`src/rtl/qam_p2s_rx.sv`:
```
// QAM receive P2S stage: buffers 2-bit symbol decisions (I in bit 1, Q in bit 0)
// in a small FIFO and re-serialises them I-then-Q, one bit per enable_cntr tick.
module qam_p2s_rx #(
  parameter int DEPTH = 4,
  parameter int AW    = 2
) (
  input  logic          clock,
  input  logic          reset,
  input  logic          enable_cntr,
  input  logic          sym_valid,
  input  logic [1:0]    sym_in,
  output logic          adat_ki,
  output logic          bit_valid,
  output logic          data_change,
  output logic          fifo_full,
  output logic [AW:0]   fifo_level,
  output logic          overflow,
  output logic          underrun
);

  typedef enum logic {
    IDLE   = 1'b0,
    SEND_Q = 1'b1
  } state_e;

  localparam logic [AW:0] DEPTH_C = (AW+1)'(DEPTH);

  logic [1:0]    mem_q [DEPTH];
  logic [AW-1:0] wr_ptr_q, rd_ptr_q;
  logic [AW:0]   count_q, count_d;
  state_e        state_q, state_d;
  logic          adat_q, adat_d;
  logic          shadow_q, shadow_d;
  logic          bit_valid_q, bit_valid_d;
  logic          data_change_q, data_change_d;
  logic          started_q, started_d;
  logic          overflow_q, overflow_d;
  logic          underrun_q, underrun_d;
  logic          pop, push;
  logic [1:0]    head;

  assign head = mem_q[rd_ptr_q];

  // A full FIFO still accepts a write when the same cycle pops the head.
  assign push       = sym_valid && ((count_q != DEPTH_C) || pop);
  assign count_d    = count_q + {{AW{1'b0}}, push} - {{AW{1'b0}}, pop};
  assign overflow_d = overflow_q | (sym_valid & ~push);

  // NOTE: storage has no reset; pointers and count alone decide which entries are live.
  always_ff @(posedge clock) begin
    if (push) mem_q[wr_ptr_q] <= sym_in;
  end

  always_comb begin
    // NOTE: every output of this block gets a default first, so no latches are inferred.
    state_d       = state_q;
    adat_d        = adat_q;
    shadow_d      = shadow_q;
    bit_valid_d   = 1'b0;
    data_change_d = 1'b0;
    started_d     = started_q;
    underrun_d    = underrun_q;
    pop           = 1'b0;
    case (state_q)
      IDLE: begin
        if (enable_cntr) begin
          if (count_q != '0) begin
            pop           = 1'b1;
            adat_d        = head[1];
            shadow_d      = head[0];
            bit_valid_d   = 1'b1;
            data_change_d = 1'b1;
            started_d     = 1'b1;
            state_d       = SEND_Q;
          end else if (started_q) begin
            underrun_d = 1'b1;
          end
        end
      end
      SEND_Q: begin
        if (enable_cntr) begin
          adat_d      = shadow_q;
          bit_valid_d = 1'b1;
          state_d     = IDLE;
        end
      end
      default: state_d = IDLE;
    endcase
  end

  // NOTE: sequential state uses non-blocking assignments only.
  always_ff @(posedge clock or posedge reset) begin
    if (reset) begin
      wr_ptr_q      <= '0;
      rd_ptr_q      <= '0;
      count_q       <= '0;
      state_q       <= IDLE;
      adat_q        <= 1'b0;
      shadow_q      <= 1'b0;
      bit_valid_q   <= 1'b0;
      data_change_q <= 1'b0;
      started_q     <= 1'b0;
      overflow_q    <= 1'b0;
      underrun_q    <= 1'b0;
    end else begin
      if (push) wr_ptr_q <= wr_ptr_q + AW'(1);
      if (pop)  rd_ptr_q <= rd_ptr_q + AW'(1);
      count_q       <= count_d;
      state_q       <= state_d;
      adat_q        <= adat_d;
      shadow_q      <= shadow_d;
      bit_valid_q   <= bit_valid_d;
      data_change_q <= data_change_d;
      started_q     <= started_d;
      overflow_q    <= overflow_d;
      underrun_q    <= underrun_d;
    end
  end

  assign adat_ki     = adat_q;
  assign bit_valid   = bit_valid_q;
  assign data_change = data_change_q;
  assign fifo_full   = (count_q == DEPTH_C);
  assign fifo_level  = count_q;
  assign overflow    = overflow_q;
  assign underrun    = underrun_q;

endmodule

```
`config.mk`:
```
export PLATFORM = sky130hd
export DESIGN_NAME = qam_p2s_rx
export DESIGN_NICKNAME = d
export VERILOG_FILES = /design/src/rtl/qam_p2s_rx.sv
export SDC_FILE = /design/constraint.sdc
export NUM_CORES = 1
export LEC_CHECK = 0
export ABC_AREA = 1
export ABC_CLOCK_PERIOD_IN_PS = 2250
export CORE_MARGIN = 10
export CORE_UTILIZATION = 52
export DETAILED_ROUTE_END_ITERATION = 10
export GPL_TIMING_DRIVEN = 0
export PLACE_DENSITY = 0.77
export SLEW_MARGIN = 20
export SYNTH_ARGS = -nofsm -noshare
export SYNTH_HDL_FRONTEND = slang
export SYNTH_SLANG_ARGS = --single-unit
```
`constraint.sdc`:
```
create_clock -name clock -period 2.25 [get_ports clock]
set_input_delay 0.225 -clock clock [delete_from_list [all_inputs] [get_ports clock]]
set_output_delay 0.225 -clock clock [all_outputs]
set_load 0.03 [all_outputs]
```
==> results of run 1 <==
-- stage by stage --
stage / worst slack (ns) / power, mW
CTS: 0.241 / 1.67
finish: 0.262 / 1.64
global placement: 0.278 / 1.45
global route: 0.192 / 1.78
detailed placement: 0.225 / 1.49
floorplan: 0.164 / 1.22
-- cells in the mapped netlist --
cell type  count
nand3_1        7
inv_4          1
or2_1          1
nor2_2         2
dfrtp_1       15
nand2_4        3
nand2_2        1
o21ai_0        4
xor2_1         1
nor2_1        10
nand2_1       25
o21bai_1       2
ha_1           5
nor2_4         1
fa_1           1
xnor2_1        1
inv_1         14
edfxtp_1       8
inv_2          1
-- layer usage --
layer  vias to the layer above  GRT usage, %
met1                       329          9.51
met2                         9          15.0
met5                         -             0
met3                         2          3.26
li1                        354             -
met4                         0          3.21
-- worst paths after layout --
kind	startpoint	to	slack (ns)	cells past startpoint
worst max-delay path	fifo_level[1]	fifo_full	0.26	4
worst min-delay path	reset	wr_ptr_q[0]	0.26	2
worst max register to register	fifo_level[0]	fifo_level[2]	0.41	9
worst min register to register	started_q	started_q	0.49	1
max in group asynchronous	reset	adat_ki	1.60	2
min in group clock	started_q	started_q	0.49	1
-- power groups by stage --
| stage | Clock, mW | Combinational (mW) | Sequential (mW) |
|---|---|---|---|
| 6_report | 0.179 | 0.770 | 0.694 |
| 5_1_grt | 0.205 | 0.865 | 0.712 |
| 4_1_cts | 0.189 | 0.788 | 0.694 |
| 3_5_place_dp | 0 | 0.784 | 0.704 |
| 3_3_place_gp | 0 | 0.759 | 0.693 |
| 2_1_floorplan | 0 | 0.412 | 0.810 |
-- kinds of logic (layout without fill, tap and decap cells) --
family,after synthesis,count (layout),synth area share [%]
compound gates,6,6,3.34
fa+ha+maj,6,6,7.87
simple gates,50,50,22.5
xor+xnor,2,2,1.67
flops,23,23,58.6
buf+inv,16,34,5.96
-- flip-flops by register name (all words and copies together), names as in the netlist, 2 cells and up --
register	count
fifo_level	3
mem_q	8
rd_ptr_q	2
wr_ptr_q	2
-- layout make-up --
class | count | area share, %
Sequential cell | 23 | 49.2
Multi-Input combinational cell | 64 | 29.7
Timing Repair Buffer | 14 | 11.2
Inverter | 16 | 5.01
Tap cell | 27 | 2.70
Clock buffer | 4 | 2.10
-- critical path, delay by kind of cell (launching register included) --
kind          cells  cell delay (ns)
simple gates      2             0.23
flops             1             0.44
buf+inv           2             0.79
==> summary.txt, run 1 <==
Worst hold path
  • Hold WC Path Type: in -> async

Clock network
  • Worst skew pair latency: 0.30 ns
  • CTS sink cnt: 23
  • Clk pin slew, worst setup/hold paths: 0.12 ns
  • Cts-stage hold buffer count: 0
  • Htree depth: 1
  • Num CTS Buffers: 3
  • Post-CTS Repair Setup Buffers: 0
  • CTS tree: yes
  • Longest Clk Path Bufs: 2
  • Post-cts sizing count: 0
  • Root Driver: clkbuf_4

Timing
  • Fin Setup TNS: 0 ns
  • Clk_skew: 0.00868 ns
  • Final min period: 1.99 ns
  • Slew margin rel.: 61.8%
  • # setup viols final: 0
  • Fin crit share: 88.4%
  • Worst Hold Slack: 0.261 ns
  • Final Max Slew Viols: 0
  • Slew @ Worst Pin: 0.572 ns
  • Final Hold Fails: 0
  • RSZ-0062 raised after global routing: false
  • Fmax: 503 MHz

Placed design
  • Detailed Place HPWL: 1370 microns
  • Routability cong.: 0.770
  • Port bufs: 14
  • Post-Place Cells: 144
  • Placed Area: 1220 sq um

Critical path
  • CP endpoint kind: primary output
  • Crit start category: register
  • Crit path max fanout: 4
  • Slowest CP cell: clkdlybuf4s50_1
  • Worst path arrival time: 1.76 ns
  • Crit Path Class: reg -> out
  • Max incr delay on CP: 0.70 ns
  • CP required: 2.03 ns
  • Worst-path cell chain: inv_2 -> nand2_1 -> nor2_2 -> clkdlybuf4s50_1

Logic synthesis
  • Yosys warning total: 0
  • Seq cells post-synth: 23
  • Post-Syn Nets: 115
  • Top cells by area, synth: dfrtp_1 36%, edfxtp_1 23%, nand2_1 8.9%, ha_1 6.0%, inv_1 5.0%
  • Mapped cell area: 1050 sq um
  • Register area share after synthesis: 58.6%
  • Synthesized instance count: 103
  • Mapped Avg Cell Area: 10.2 sq um
  • Largest area contributor in the netlist: dfrtp_1
  • Count of different cell masters after synthesis: 19
  • Top-area cell type share of the netlist area: 35.8%

Finish
  • Most frequent cells in the layout: 25 x nand2_1, 15 x dfrtp_1, 14 x inv_1, 14 x clkdlybuf4s50_1, 10 x nor2_1
  • Area grow syn2layout: 19.1%
  • Final Cell Area: 1250 sq um
  • Final std cells w/o fill: 148
  • Commonest non-fill, non-tap cell in the layout: nand2_1
  • Register area: 616 sq um
  • Fillcell total: 168
  • Final core utilization: 64.4%
  • Nets: 134
  • Area occupied by multi-input gates: 372 sq um
  • Share of cells above drive strength 1: 9.92%
  • Final antenna diode count: 0

Route
  • Post-route ant nets: 0
  • Via count: 694
  • DR WL/cell: 11.4 microns
  • DR vias/cell: 4.69
  • Met3 routed WL: 76 microns
  • Top routing layer in use: met4
  • DR WL met2: 888 microns
  • Drt drc: 0
  • WL final: 1690 microns
  • First-pass DRT Iterations: 4
  • M1 WL: 715 microns
  • DR iter-0 viols: 19

Floorplanning
  • Num ports: 15
  • Core area: 1940 sq um
  • Die area: 4220 sq um
  • Die X: 64.9 microns
  • # rows: 16
  • Die height: 64.9 microns
  • Initial Util: 54.1%

Power and ir drop
  • Pwr per Cell Area: 1310 nW/um^2
  • Seq pwr share: 42.3%
  • Sw Ratio: 41.7%
  • Switching pwr: 0.686 mW
  • Clk network pwr share: 10.9%
  • LEAKAGE: 0.578 nW
  • Internal Power: 0.957 mW
  • Combinational share of power: 46.8%
  • Max VDD drop: 871 uV

Global routing
  • First-pass GRT wire length: 2950 microns
  • Total track usage: 8.71%
  • Vias in the first global route: 670
  • Antenna violations before repair: 0
  • Total gr overflow: 0
  • Largest net degree at the start of global routing: 16

Job
  • Max Cap Violations: 0

Run status
  • Status: completed
Power figures use the tool's default switching activity.
==> run 2: changes to the inputs <==
SKIP_LAST_GASP = 1   (was default)
==> results of run 2 <==
Same layout as run 1: the final DEF is identical, and so are final timing and power.
==> run 3: changes to the inputs <==
SETUP_SLACK_MARGIN = 0.3   (was default)
==> run 3 against run 2 <==
  * Power up 1.1%
  * Final area up 1.1%
  * Combinational power up 2%
  * Count of clock-buffer cells in the layout unchanged
  * Sequential share of layout area down 0.34 points
  * Final cell count is 0.68% higher
  * Sequential power hardly changed
  * First-iteration DRC count unchanged
  * Clock power is 2% higher
  * Clock skew down 0.0020 ns
  * Sequential cell count unchanged
  * Worst setup slack better by 0.18 ns
  * Critical path type is now reg -> reg
  * Critical endpoint is now fifo_level[2]
  * Largest cell class unchanged
  * Largest power group unchanged
  * Highest routed layer unchanged
==> summary.txt, run 3 (synthesized netlist as in run 1, its figures left out) <==
Run status
  • Status: completed

Critical path
  • Worst path arrival time: 2.02 ns
  • CP required: 2.45 ns
  • RR Startpoint: fifo_level[0]
  • Crit Path Class: reg -> reg
  • Crit start category: register
  • Worst reg-to-reg setup slack: 0.44 ns
  • Setup crit start: fifo_level[0]
  • Crit path max fanout: 7
  • Worst r2r dst: fifo_level[2]
  • Critical Path End: fifo_level[2]
  • Reg2Reg Depth: 9
  • CP endpoint kind: register

Timing
  • Clk_skew: 0.00666 ns
  • Final min period: 1.81 ns
  • Slew @ Worst Pin: 0.556 ns
  • Fin Setup TNS: 0 ns
  • Final Max Slew Viols: 0
  • RSZ-0062 raised after global routing: false
  • Fmax: 552 MHz
  • Final Hold Fails: 0
  • # setup viols final: 0
  • Fin crit share: 80.5%
  • Slew margin rel.: 62.9%

Global routing
  • Vias in the first global route: 698
  • Largest net degree at the start of global routing: 16
  • Total track usage: 8.65%
  • Antenna violations before repair: 0
  • Total gr overflow: 0
  • First-pass GRT wire length: 2950 microns

Placed design
  • Port bufs: 14
  • Detailed Place HPWL: 1350 microns
  • Routability cong.: 0.769

Clock network
  • Clk pin slew, worst setup/hold paths: 0.12 ns
  • Worst skew pair latency: 0.30 ns
  • CTS tree: yes
  • Longest Clk Path Bufs: 2
  • Cts-stage hold buffer count: 0
  • Root Driver: clkbuf_4
  • Num CTS Buffers: 3
  • Htree depth: 1
  • CTS sink cnt: 23

Job
  • Max Cap Violations: 0

Route
  • DR vias/cell: 4.80
  • Drt drc: 0
  • First-pass DRT Iterations: 4
  • Post-route ant nets: 0
  • Via count: 715
  • DR WL/cell: 11.3 microns
  • DR iter-0 viols: 19
  • WL final: 1680 microns

Floorplanning
  • # rows: 16
  • Die X: 64.9 microns
  • Core area: 1940 sq um
  • Die area: 4220 sq um
  • Num ports: 15
  • Die height: 64.9 microns
  • Initial Util: 54.1%

Finish
  • Most frequent cells in the layout: 25 x nand2_1, 14 x inv_1, 13 x dfrtp_1, 13 x clkdlybuf4s50_1, 10 x nor2_1
  • Top reg by flops: mem_q
  • Area grow syn2layout: 20.4%
  • Register area: 618 sq um
  • Final antenna diode count: 0
  • Commonest non-fill, non-tap cell in the layout: nand2_1
  • Share of cells above drive strength 1: 12.3%
  • Area occupied by multi-input gates: 377 sq um
  • Max FFs per register: 8
  • Nets: 135
  • Fillcell total: 164

Power and ir drop
  • Pwr per Cell Area: 1320 nW/um^2
  • LEAKAGE: 0.585 nW
  • Tot Pwr: 1.66 mW
  • Max VDD drop: 904 uV

Worst hold path
  • Hold WC Path Type: in -> async
-- run 3: changes by cell type in the layout (fill, tap and decap cells not counted), sizes merged --
cell           change
clkdlybuf4s50      -1
dlygate4sd2        +1
buf                +1
-- run 3: through the flow --
stage               worst slack, ns  hold slack [ns]  util [%]  std cells  instance area (sq um)
floorplan                     0.309            0.126         -        103                   1060
global placement              0.258            0.458      63.3        144                   1230
detailed placement            0.241            0.468      63.3        144                   1230
CTS                           0.392            0.283      64.6        148                   1250
global route                  0.310            0.294      65.1        149                   1260
finish                        0.438            0.261      65.1        149                   1260
-- run 3: cell type report --
class | count | area share, %
inverter | 16 | 4.95
timing repair buffer | 15 | 11.6
sequential | 23 | 48.9
multi-input combinational | 64 | 29.8
clock buffer | 4 | 2.08
tap | 27 | 2.67
-- run 3: metal layers --
| metal | GRT usage [%] | vias up | routed length, microns |
|---|---|---|---|
| met4 | 3.21 | 0 | 12 |
| li1 | - | 361 | - |
| met1 | 8.94 | 342 | 684 |
| met5 | 0 | - | 0 |
| met3 | 3.09 | 2 | 96 |
| met2 | 15.6 | 10 | 889 |
-- run 3: worst min path at each step --
| stage | start | endpoint | slack [ns] | depth (start not counted) |
|---|---|---|---|---|
| floorplan | reset | adat_ki | 0.13 | 1 |
| global placement | started_q | started_q | 0.46 | 1 |
| detailed placement | shadow_q | shadow_q | 0.47 | 2 |
| CTS | reset | state_q | 0.28 | 2 |
| global route | reset | wr_ptr_q[0] | 0.29 | 2 |
| finish | reset | fifo_level[2] | 0.26 | 2 |
-- run 3: critical path, stage by stage (launching register included) --
cell and delay [ns]:
dfrtp_2 0.45, nor2_2 0.14, nand2_2 0.08, nand2_4 0.12, inv_4 0.06, nand2_1 0.09, nand2_1 0.07, ha_1 0.19
fa_1 0.37, xnor2_1 0.13
-- run 3: timing repair --
action	in CTS	in global routing
pin swaps	0	0
endpoints found under the setup margin	1	1
setup buffers	0	1
gates cloned	0	0
resized for setup	1	1
-- run 3: report_power, final --
| part | internal (mW) | leakage, nW | switching, mW |
|---|---|---|---|
| Combinational | 0.311 | 0.325 | 0.473 |
| Sequential | 0.587 | 0.244 | 0.108 |
| Clock | 0.0691 | 0.0150 | 0.114 |
